File: src/rtl/force_output_collector.sv
// force_output_collector
// Collects reference- and neighbor-particle force records for one home cell
// into two independent FIFOs and merges them onto a single valid/ready
// record stream using round-robin arbitration.
// Ports:
//   clk, rst                       clock, synchronous active-high reset
//   start                          begin a new home-cell collection (flushes)
//   ref_*  / ref_forceoutput_valid reference-particle record input (no backpressure)
//   neighbor_* / neighbor_forceoutput_valid  neighbor-particle record input
//   in_home_cell_evaluation_done   level: evaluation of the home cell finished
//   out_particle_id, out_Force_*,
//   out_is_neighbor, out_valid,
//   out_ready                      merged record stream
//   out_collect_done               high in DONE until the next start
//   out_overflow                   sticky: a record was dropped on a full FIFO
//   out_ref_count, out_neighbor_count  saturating accepted-record counters
module force_output_collector #(
  parameter int unsigned DATA_WIDTH        = 32,
  parameter int unsigned PARTICLE_ID_WIDTH = 20,
  parameter int unsigned FIFO_DEPTH        = 16,
  parameter int unsigned FIFO_ADDR_WIDTH   = 4,
  parameter int unsigned COUNT_WIDTH       = 16
) (
  input  logic                         clk,
  input  logic                         rst,
  input  logic                         start,
  input  logic [PARTICLE_ID_WIDTH-1:0] ref_particle_id,
  input  logic [DATA_WIDTH-1:0]        ref_LJ_Force_X,
  input  logic [DATA_WIDTH-1:0]        ref_LJ_Force_Y,
  input  logic [DATA_WIDTH-1:0]        ref_LJ_Force_Z,
  input  logic                         ref_forceoutput_valid,
  input  logic [PARTICLE_ID_WIDTH-1:0] neighbor_particle_id,
  input  logic [DATA_WIDTH-1:0]        neighbor_LJ_Force_X,
  input  logic [DATA_WIDTH-1:0]        neighbor_LJ_Force_Y,
  input  logic [DATA_WIDTH-1:0]        neighbor_LJ_Force_Z,
  input  logic                         neighbor_forceoutput_valid,
  input  logic                         in_home_cell_evaluation_done,
  output logic [PARTICLE_ID_WIDTH-1:0] out_particle_id,
  output logic [DATA_WIDTH-1:0]        out_Force_X,
  output logic [DATA_WIDTH-1:0]        out_Force_Y,
  output logic [DATA_WIDTH-1:0]        out_Force_Z,
  output logic                         out_is_neighbor,
  output logic                         out_valid,
  input  logic                         out_ready,
  output logic                         out_collect_done,
  output logic                         out_overflow,
  output logic [COUNT_WIDTH-1:0]       out_ref_count,
  output logic [COUNT_WIDTH-1:0]       out_neighbor_count
);

  localparam int unsigned REC_W = PARTICLE_ID_WIDTH + 3 * DATA_WIDTH;
  localparam int unsigned CNT_W = FIFO_ADDR_WIDTH + 1;

  typedef enum logic [1:0] {S_IDLE, S_COLLECT, S_DRAIN, S_DONE} state_t;

  state_t state, state_next;
  logic   accept, done_next;

  logic [REC_W-1:0]           ref_mem [FIFO_DEPTH];
  logic [REC_W-1:0]           nbr_mem [FIFO_DEPTH];
  logic [FIFO_ADDR_WIDTH-1:0] ref_wr_ptr, ref_rd_ptr, nbr_wr_ptr, nbr_rd_ptr;
  logic [CNT_W-1:0]           ref_cnt, nbr_cnt;

  logic ref_empty, nbr_empty, ref_full, nbr_full;
  logic ref_wr, nbr_wr, ref_drop, nbr_drop;
  logic load, pick_nbr, ref_rd, nbr_rd, prefer_nbr;
  logic [REC_W-1:0] rd_rec;

  // State register
  always_ff @(posedge clk) begin
    if (rst) state <= S_IDLE;
    else     state <= state_next;
  end

  // Next-state logic; start overrides every state
  always_comb begin
    state_next = state;
    if (start) begin
      state_next = S_COLLECT;
    end else begin
      case (state)
        S_COLLECT: if (in_home_cell_evaluation_done) state_next = S_DRAIN;
        S_DRAIN:   if (ref_empty && nbr_empty && !out_valid &&
                       !ref_forceoutput_valid && !neighbor_forceoutput_valid)
                     state_next = S_DONE;
        default:   state_next = state;
      endcase
    end
  end

  // FSM outputs: write enable window and next value of the done flag
  always_comb begin
    accept    = 1'b0;
    done_next = 1'b0;
    if (!start && (state == S_COLLECT || state == S_DRAIN)) accept = 1'b1;
    if (state_next == S_DONE) done_next = 1'b1;
  end

  assign ref_empty = (ref_cnt == '0);
  assign nbr_empty = (nbr_cnt == '0);
  assign ref_full  = (ref_cnt == CNT_W'(FIFO_DEPTH));
  assign nbr_full  = (nbr_cnt == CNT_W'(FIFO_DEPTH));

  // Fullness is judged before this edge's pop, so a same-cycle read never rescues a write
  assign ref_wr   = accept && ref_forceoutput_valid && !ref_full;
  assign nbr_wr   = accept && neighbor_forceoutput_valid && !nbr_full;
  assign ref_drop = accept && ref_forceoutput_valid && ref_full;
  assign nbr_drop = accept && neighbor_forceoutput_valid && nbr_full;

  // Round-robin: a lone non-empty FIFO wins, otherwise the pointer decides
  assign load     = (!out_valid || out_ready) && (!ref_empty || !nbr_empty);
  assign pick_nbr = !nbr_empty && (ref_empty || prefer_nbr);
  assign ref_rd   = load && !pick_nbr;
  assign nbr_rd   = load && pick_nbr;
  assign rd_rec   = pick_nbr ? nbr_mem[nbr_rd_ptr] : ref_mem[ref_rd_ptr];

  // FIFO storage
  always_ff @(posedge clk) begin
    if (ref_wr) ref_mem[ref_wr_ptr] <= {ref_particle_id, ref_LJ_Force_X,
                                        ref_LJ_Force_Y, ref_LJ_Force_Z};
    if (nbr_wr) nbr_mem[nbr_wr_ptr] <= {neighbor_particle_id, neighbor_LJ_Force_X,
                                        neighbor_LJ_Force_Y, neighbor_LJ_Force_Z};
  end

  // FIFO pointers and occupancy
  always_ff @(posedge clk) begin
    if (rst || start) begin
      ref_wr_ptr <= '0;
      ref_rd_ptr <= '0;
      ref_cnt    <= '0;
      nbr_wr_ptr <= '0;
      nbr_rd_ptr <= '0;
      nbr_cnt    <= '0;
    end else begin
      if (ref_wr) ref_wr_ptr <= ref_wr_ptr + FIFO_ADDR_WIDTH'(1);
      if (ref_rd) ref_rd_ptr <= ref_rd_ptr + FIFO_ADDR_WIDTH'(1);
      if (nbr_wr) nbr_wr_ptr <= nbr_wr_ptr + FIFO_ADDR_WIDTH'(1);
      if (nbr_rd) nbr_rd_ptr <= nbr_rd_ptr + FIFO_ADDR_WIDTH'(1);
      ref_cnt <= ref_cnt + CNT_W'(ref_wr) - CNT_W'(ref_rd);
      nbr_cnt <= nbr_cnt + CNT_W'(nbr_wr) - CNT_W'(nbr_rd);
    end
  end

  // Output register and arbiter pointer
  always_ff @(posedge clk) begin
    if (rst || start) begin
      out_valid       <= 1'b0;
      out_is_neighbor <= 1'b0;
      out_particle_id <= '0;
      out_Force_X     <= '0;
      out_Force_Y     <= '0;
      out_Force_Z     <= '0;
      prefer_nbr      <= 1'b0;
    end else if (load) begin
      out_valid       <= 1'b1;
      out_is_neighbor <= pick_nbr;
      out_particle_id <= rd_rec[REC_W-1 -: PARTICLE_ID_WIDTH];
      out_Force_X     <= rd_rec[3*DATA_WIDTH-1 -: DATA_WIDTH];
      out_Force_Y     <= rd_rec[2*DATA_WIDTH-1 -: DATA_WIDTH];
      out_Force_Z     <= rd_rec[DATA_WIDTH-1:0];
      prefer_nbr      <= !pick_nbr;
    end else if (out_valid && out_ready) begin
      out_valid <= 1'b0;
    end
  end

  // Status: saturating counters, sticky overflow, done flag
  always_ff @(posedge clk) begin
    if (rst || start) begin
      out_ref_count      <= '0;
      out_neighbor_count <= '0;
      out_overflow       <= 1'b0;
    end else begin
      if (ref_wr && out_ref_count != '1)
        out_ref_count <= out_ref_count + COUNT_WIDTH'(1);
      if (nbr_wr && out_neighbor_count != '1)
        out_neighbor_count <= out_neighbor_count + COUNT_WIDTH'(1);
      if (ref_drop || nbr_drop) out_overflow <= 1'b1;
    end
  end

  always_ff @(posedge clk) begin
    if (rst) out_collect_done <= 1'b0;
    else     out_collect_done <= done_next;
  end

endmodule

File: config.mk
export PLATFORM = sky130hd
export DESIGN_NAME = force_output_collector
export DESIGN_NICKNAME = d
export VERILOG_FILES = /design/src/rtl/force_output_collector.sv
export SDC_FILE = /design/constraint.sdc
export NUM_CORES = 2
export LEC_CHECK = 0
export CAP_MARGIN = 10
export CORE_ASPECT_RATIO = 0.9
export CORE_UTILIZATION = 32
export DETAILED_ROUTE_END_ITERATION = 10
export PLACE_DENSITY = 0.55
export SYNTH_ARGS = -nofsm -noshare
export SYNTH_HDL_FRONTEND = slang
export SYNTH_SLANG_ARGS = --single-unit
File: constraint.sdc
create_clock -name clk -period 13.7 [get_ports clk]
set_input_delay 1.37 -clock clk [delete_from_list [all_inputs] [get_ports clk]]
set_output_delay 1.37 -clock clk [all_outputs]
set_load 0.02 [all_outputs]
## After elaboration in Yosys (flattened, before gate mapping)

Memories as Yosys holds them, arrays and structs flattened. A register that Yosys moved wholly into a read port is not among the register bits.
Cells that the tools add are included.

- Multiplexer cells: 17
- Equality and inequality tests: 7
- Reduce and logical (&&, ||, !) cells: 36
- Add/sub/neg operators: 10

Operators with widths:

| operator | count |
|---|---|
| 116-bit 2-to-1 mux | 1 |
| 16-bit by 1-bit adder with 16-bit output, second input constant | 2 |
| 16-bit inequality test, second input constant | 2 |
| 1-bit logical AND | 18 |
| 4-bit by 1-bit adder with 4-bit output, second input constant | 4 |
| 4-bit 2-to-1 mux | 4 |
| 5-bit by 1-bit adder with 5-bit output | 2 |
| 5-bit == test, second input constant | 2 |
| 5-bit zero test | 2 |
| 5-bit by 1-bit subtractor with 5-bit output | 2 |
| 1-bit zero test | 9 |
| 1-bit 2-to-1 mux | 8 |
| 1-bit logical OR | 6 |
| 2-bit 2-to-1 mux | 3 |
| 2-bit == test, second input constant | 2 |
| 2-bit case mux with 2 select lines | 1 |
| 2-bit by 1-bit == test with 1-bit output, second input constant | 1 |
| 2-bit nonzero test | 1 |

- Memories: 2
- Logic and storage cells: 90
- Input port bits: 239
- Output and inout bits: 152
- Bits in writable memories: 3712
- Register bits: 181

Memories:

| memory | words | bits a word | rd ports | clocked after memory_dff | write ports | line | text |
|---|---|---|---|---|---|---|---|
| nbr_mem | 16 | 116 | 1 | 1 | 1 | 60 | `logic [REC_W-1:0] nbr_mem [FIFO_DEPTH];` |
| ref_mem | 16 | 116 | 1 | 1 | 1 | 59 | `logic [REC_W-1:0] ref_mem [FIFO_DEPTH];` |

## Depth between registers and ports, before layout

- Depth in word-level cells: 10
- Mapped depth: 15

## Least setup slack after synthesis

OpenSTA, ideal clock, no wires.

- Kind: input -> register
- Start point: input port start
- End point: memory nbr_mem[3][0] (netlist bit) (enable)
- Stages on the path: 5
- Setup slack: 2.628 ns
- Arrival time: 10.340 ns
- Library setup time: 0.733 ns
- Required time: 12.967 ns
- Path buffers: 1
- Cells stage by stage: clkbuf_1 or3b_1 nor2_1 nand2_1 nor3_1

- Word-level cells in the longest chain between the ends: 7

Ends and longest elaborated chain:

| element | line | text |
|---|---|---|
| from (decl) | 26 | `input logic start,` |
| 1-bit zero test | 95 | `if (!start && (state == S_COLLECT \|\| state == S_DRAIN)) accept = 1'b1;` |
| 1-bit logical AND | 95 |  |
| 1-bit 2-to-1 mux | 95 |  |
| 1-bit logical AND (2 in a row) | 106 | `assign nbr_wr = accept && neighbor_forceoutput_valid && !nbr_full;` |
| 1-bit 2-to-1 mux | 121 | `if (nbr_wr) nbr_mem[nbr_wr_ptr] <= {neighbor_particle_id, neighbor_LJ_Force_X,` |
| 1-bit 2-to-1 mux (not written as such) | 121 |  |
| to (decl) | 60 |  |

No other way between the ends.

## Worst setup path in the final report

- Start point: input port start
- End point: memory ref_mem[5][47] (netlist bit) (enable)

- Word-level cells in the longest chain between the ends: 7

Ends and longest elaborated chain:

| element | line | text |
|---|---|---|
| 1-bit zero test | 95 |  |
| 1-bit logical AND | 95 |  |
| 1-bit 2-to-1 mux | 95 |  |
| 1-bit logical AND (2 in a row) | 105 | `assign ref_wr = accept && ref_forceoutput_valid && !ref_full;` |
| 1-bit 2-to-1 mux | 119 | `if (ref_wr) ref_mem[ref_wr_ptr] <= {ref_particle_id, ref_LJ_Force_X,` |
| 1-bit 2-to-1 mux (not written as such) | 119 |  |
| to (decl) | 59 |  |

No other way between the ends.

==> impl_metrics.json <==
{
  "p_leak_uw": 0.0509,
  "period_minus_slack_ns": 5.29,
  "synth_flop_cell": "edfxtp_1",
  "yosysSeqAreaShare_pct": 78.4,
  "arrival_ns": 5.86,
  "cts_resized": 0,
  "grt_util_met1_pct": 22.8,
  "tightest_slew_ns": 1.33,
  "nets": 7543,
  "drv_cap": 0,
  "syn2layout_area_growth_pct": 16.5,
  "firstDrtPassIters": 9,
  "cp-end-kind": "register",
  "synth_area_sq_um": 147000,
  "setup_tns_ns": 0,
  "cts_tree": "done",
  "yosysTopAreaCell": "edfxtp_1",
  "max_stage_delay_ns": 0.80,
  "globalRouteMet3Util_pct": 4.45,
  "post_cts_buffers": 0,
  "synth_edf_count": 3712,
  "grt_use_total_pct": 17.6,
  "core_area_sq_um": 456000,
  "synth_cell_types": 59,
  "cts_sinks": 3901,
  "io_buffer_count": 390,
  "dieWidth_microns": 716,
  "startpoint_type": "input pin",
  "die_area_sq_um": 462000,
  "critPathKind": "input pin to register",
  "period_share_pct": 38.6,
  "pre_cts_ws_ns": 7.39,
  "boundaryPins": 391,
  "stdcell_area_sq_um": 171000,
  "vias": 71900,
  "layout_setup_ws_ns": 8.41,
  "fmax_ghz": 0.189,
  "multi_input_area_sq_um": 30100,
  "grt_pass1_wl_mm": 576,
  "cts_buffers": 391,
  "final_core_util_pct": 37.5,
  "fp-row-count": 235,
  "crit_fanout": 44,
  "clk_pin_slew_ns": 0.06,
  "ctsLongestPathBuffers": 4,
  "place_congestion": 0.773,
  "placed_area_sq_um": 158000,
  "via_per_inst": 5.25,
  "drtIter0Drc": 7603,
  "cts_root_buffer": "clkbuf_16",
  "crit_required_ns": 14.27,
  "grt_start_max_net_pins": 117,
  "wl_mm": 415,
  "grt_pass1_vias": 73500,
  "worstSkewPairLatency_ns": 0.95,
  "slew_headroom_pct": 11.0,
  "dpl.hpwl_mm": 241,
  "cp_cell_sequence": "clkdlybuf4s50_1 > nor3b_1 > and2_1 > nand2_1 > nor2_4 > buf_4 > buf_4 > buf_4",
  "async_reset_ff_share_pct": 0,
  "overflow": 0,
  "avgSynthCellArea_sq_um": 21.8,
  "whs_ns": 0.493,
  "hp-class": "register to register",
  "fillers": 40800,
  "synth-seq-cells": 3901,
  "wire_per_inst_microns": 30.3,
  "drtAntennaViolNets": 0,
  "grt_busiest_layer": "met2",
  "p_per_area_nw_per_um2": 171,
  "status": "finished clean",
  "drt_drc_violations_left": 0,
  "syn-num-nets": 7007,
  "rsz0062_at_grt": "false",
  "h-tree-depth": 5,
  "synth_top_area_share_pct": 75.9,
  "finalSetupViolCount": 0,
  "ctsHoldBuffers": 0,
  "use_met2_pct": 28.7,
  "crit_slowest_cell": "buf_4",
  "final_common_cell": "edfxtp_1",
  "synth_area_leaders": "edfxtp_1, mux4_2, mux2i_1",
  "final_cell_mix": "edfxtp_1, mux4_2, mux2i_1",
  "yosysWarningCount": 0,
  "crit_path_frequent_cell": "buf_4",
  "final-seq-area_sq_um": 115000,
  "die_h_microns": 645,
  "drive_gt1_share_pct": 20.8,
  "postSynthCellCount": 6741,
  "start_util_pct": 32.2,
  "hold_viol": 0,
  "ir_drop_v": 0.000153,
  "slew_viol_final": 0,
  "antenna_found_initial": 141,
  "fin_skew_ns": 0.0506
}
-- kinds of logic after synthesis --
logic type | synth area share (%)
compound gates | 3.78
xor+xnor | 0.268
fa+ha+maj | 0.240
buf+inv | 1.29
flops | 78.4
mux | 14.7
simple gates | 1.31
-- state kept, by name, summed over array words and instances, names as in the netlist, 4 cells and up, named ones only --
signal,count
nbr_cnt,5
nbr_mem,1856
nbr_rd_ptr,4
nbr_wr_ptr,4
out_Force_X,32
out_Force_Y,32
out_Force_Z,32
out_neighbor_count,16
out_particle_id,20
out_ref_count,16
ref_cnt,5
ref_mem,1856
ref_rd_ptr,4
ref_wr_ptr,4
-- layout make-up --
type                       instances  share of cell area, %
sequential                      3901                   67.4
multi-input combinational       2422                   17.6
clock buffer                     501                   6.15
tap                             6043                   4.42
timing repair buffer             540                   3.07
clock inverter                   223                   1.31
antenna                           39                 0.0570
inverter                          21                 0.0461
-- final timing paths --
check,from,to,slack (ns),cells past startpoint
worst min register to register,out_Force_Z[0]$_SDFFE_PP0P_,out_Force_Z[0]$_SDFFE_PP0P_,0.49,1
worst min-delay path,out_Force_Z[0]$_SDFFE_PP0P_,out_Force_Z[0]$_SDFFE_PP0P_,0.49,1
worst max-delay path,start,ref_mem[5][47]$_DFFE_PP_,8.41,8
worst max register to register,state[0]$_SDFF_PP0_,ref_mem[5][47]$_DFFE_PP_,8.59,9
-- synthesized netlist by cell type (all sizes together) (22+ instances only) --
library cell / number
nor2: 137
o21ai: 23
dfxtp: 189
a22oi: 57
clkbuf: 193
edfxtp: 3712
a21oi: 129
a222oi: 94
ha: 25
a221oi: 140
nand2: 38
mux4: 725
a22o: 68
buf: 204
a221o: 22
mux2i: 416
o22ai: 190
mux2: 94
or3: 99
xnor2: 26
-- layer usage --
layer | vias up | routed length (microns)
met5 | - | 317
met4 | 50 | 14300
met3 | 663 | 32600
met2 | 2513 | 199000
met1 | 38800 | 169000
li1 | 29800 | -
-- report_power, final --
group	internal (uW)	leakage [uW]	total (uW)	switching, uW
Sequential	13200	0.0349	13500	268
Clock	6150	0.00622	10600	4500
Combinational	1990	0.00973	5080	3080
-- per-stage QoR --
| step | instances | power (uW) |
|---|---|---|
| final | 13700 | 29200 |
| after global placement | 12900 | 18800 |
| after global routing | 13700 | 30200 |
| after CTS | 13700 | 29500 |
| after detailed placement | 12900 | 18900 |
| after floorplan | 6741 | 16700 |
-- worst max-delay path: cells and delay by family --
family                 cells  cell delay, ns
AND/OR/NAND/NOR            4            1.78
buffers and inverters      4            2.55
(Power assumes the default switching activity.)
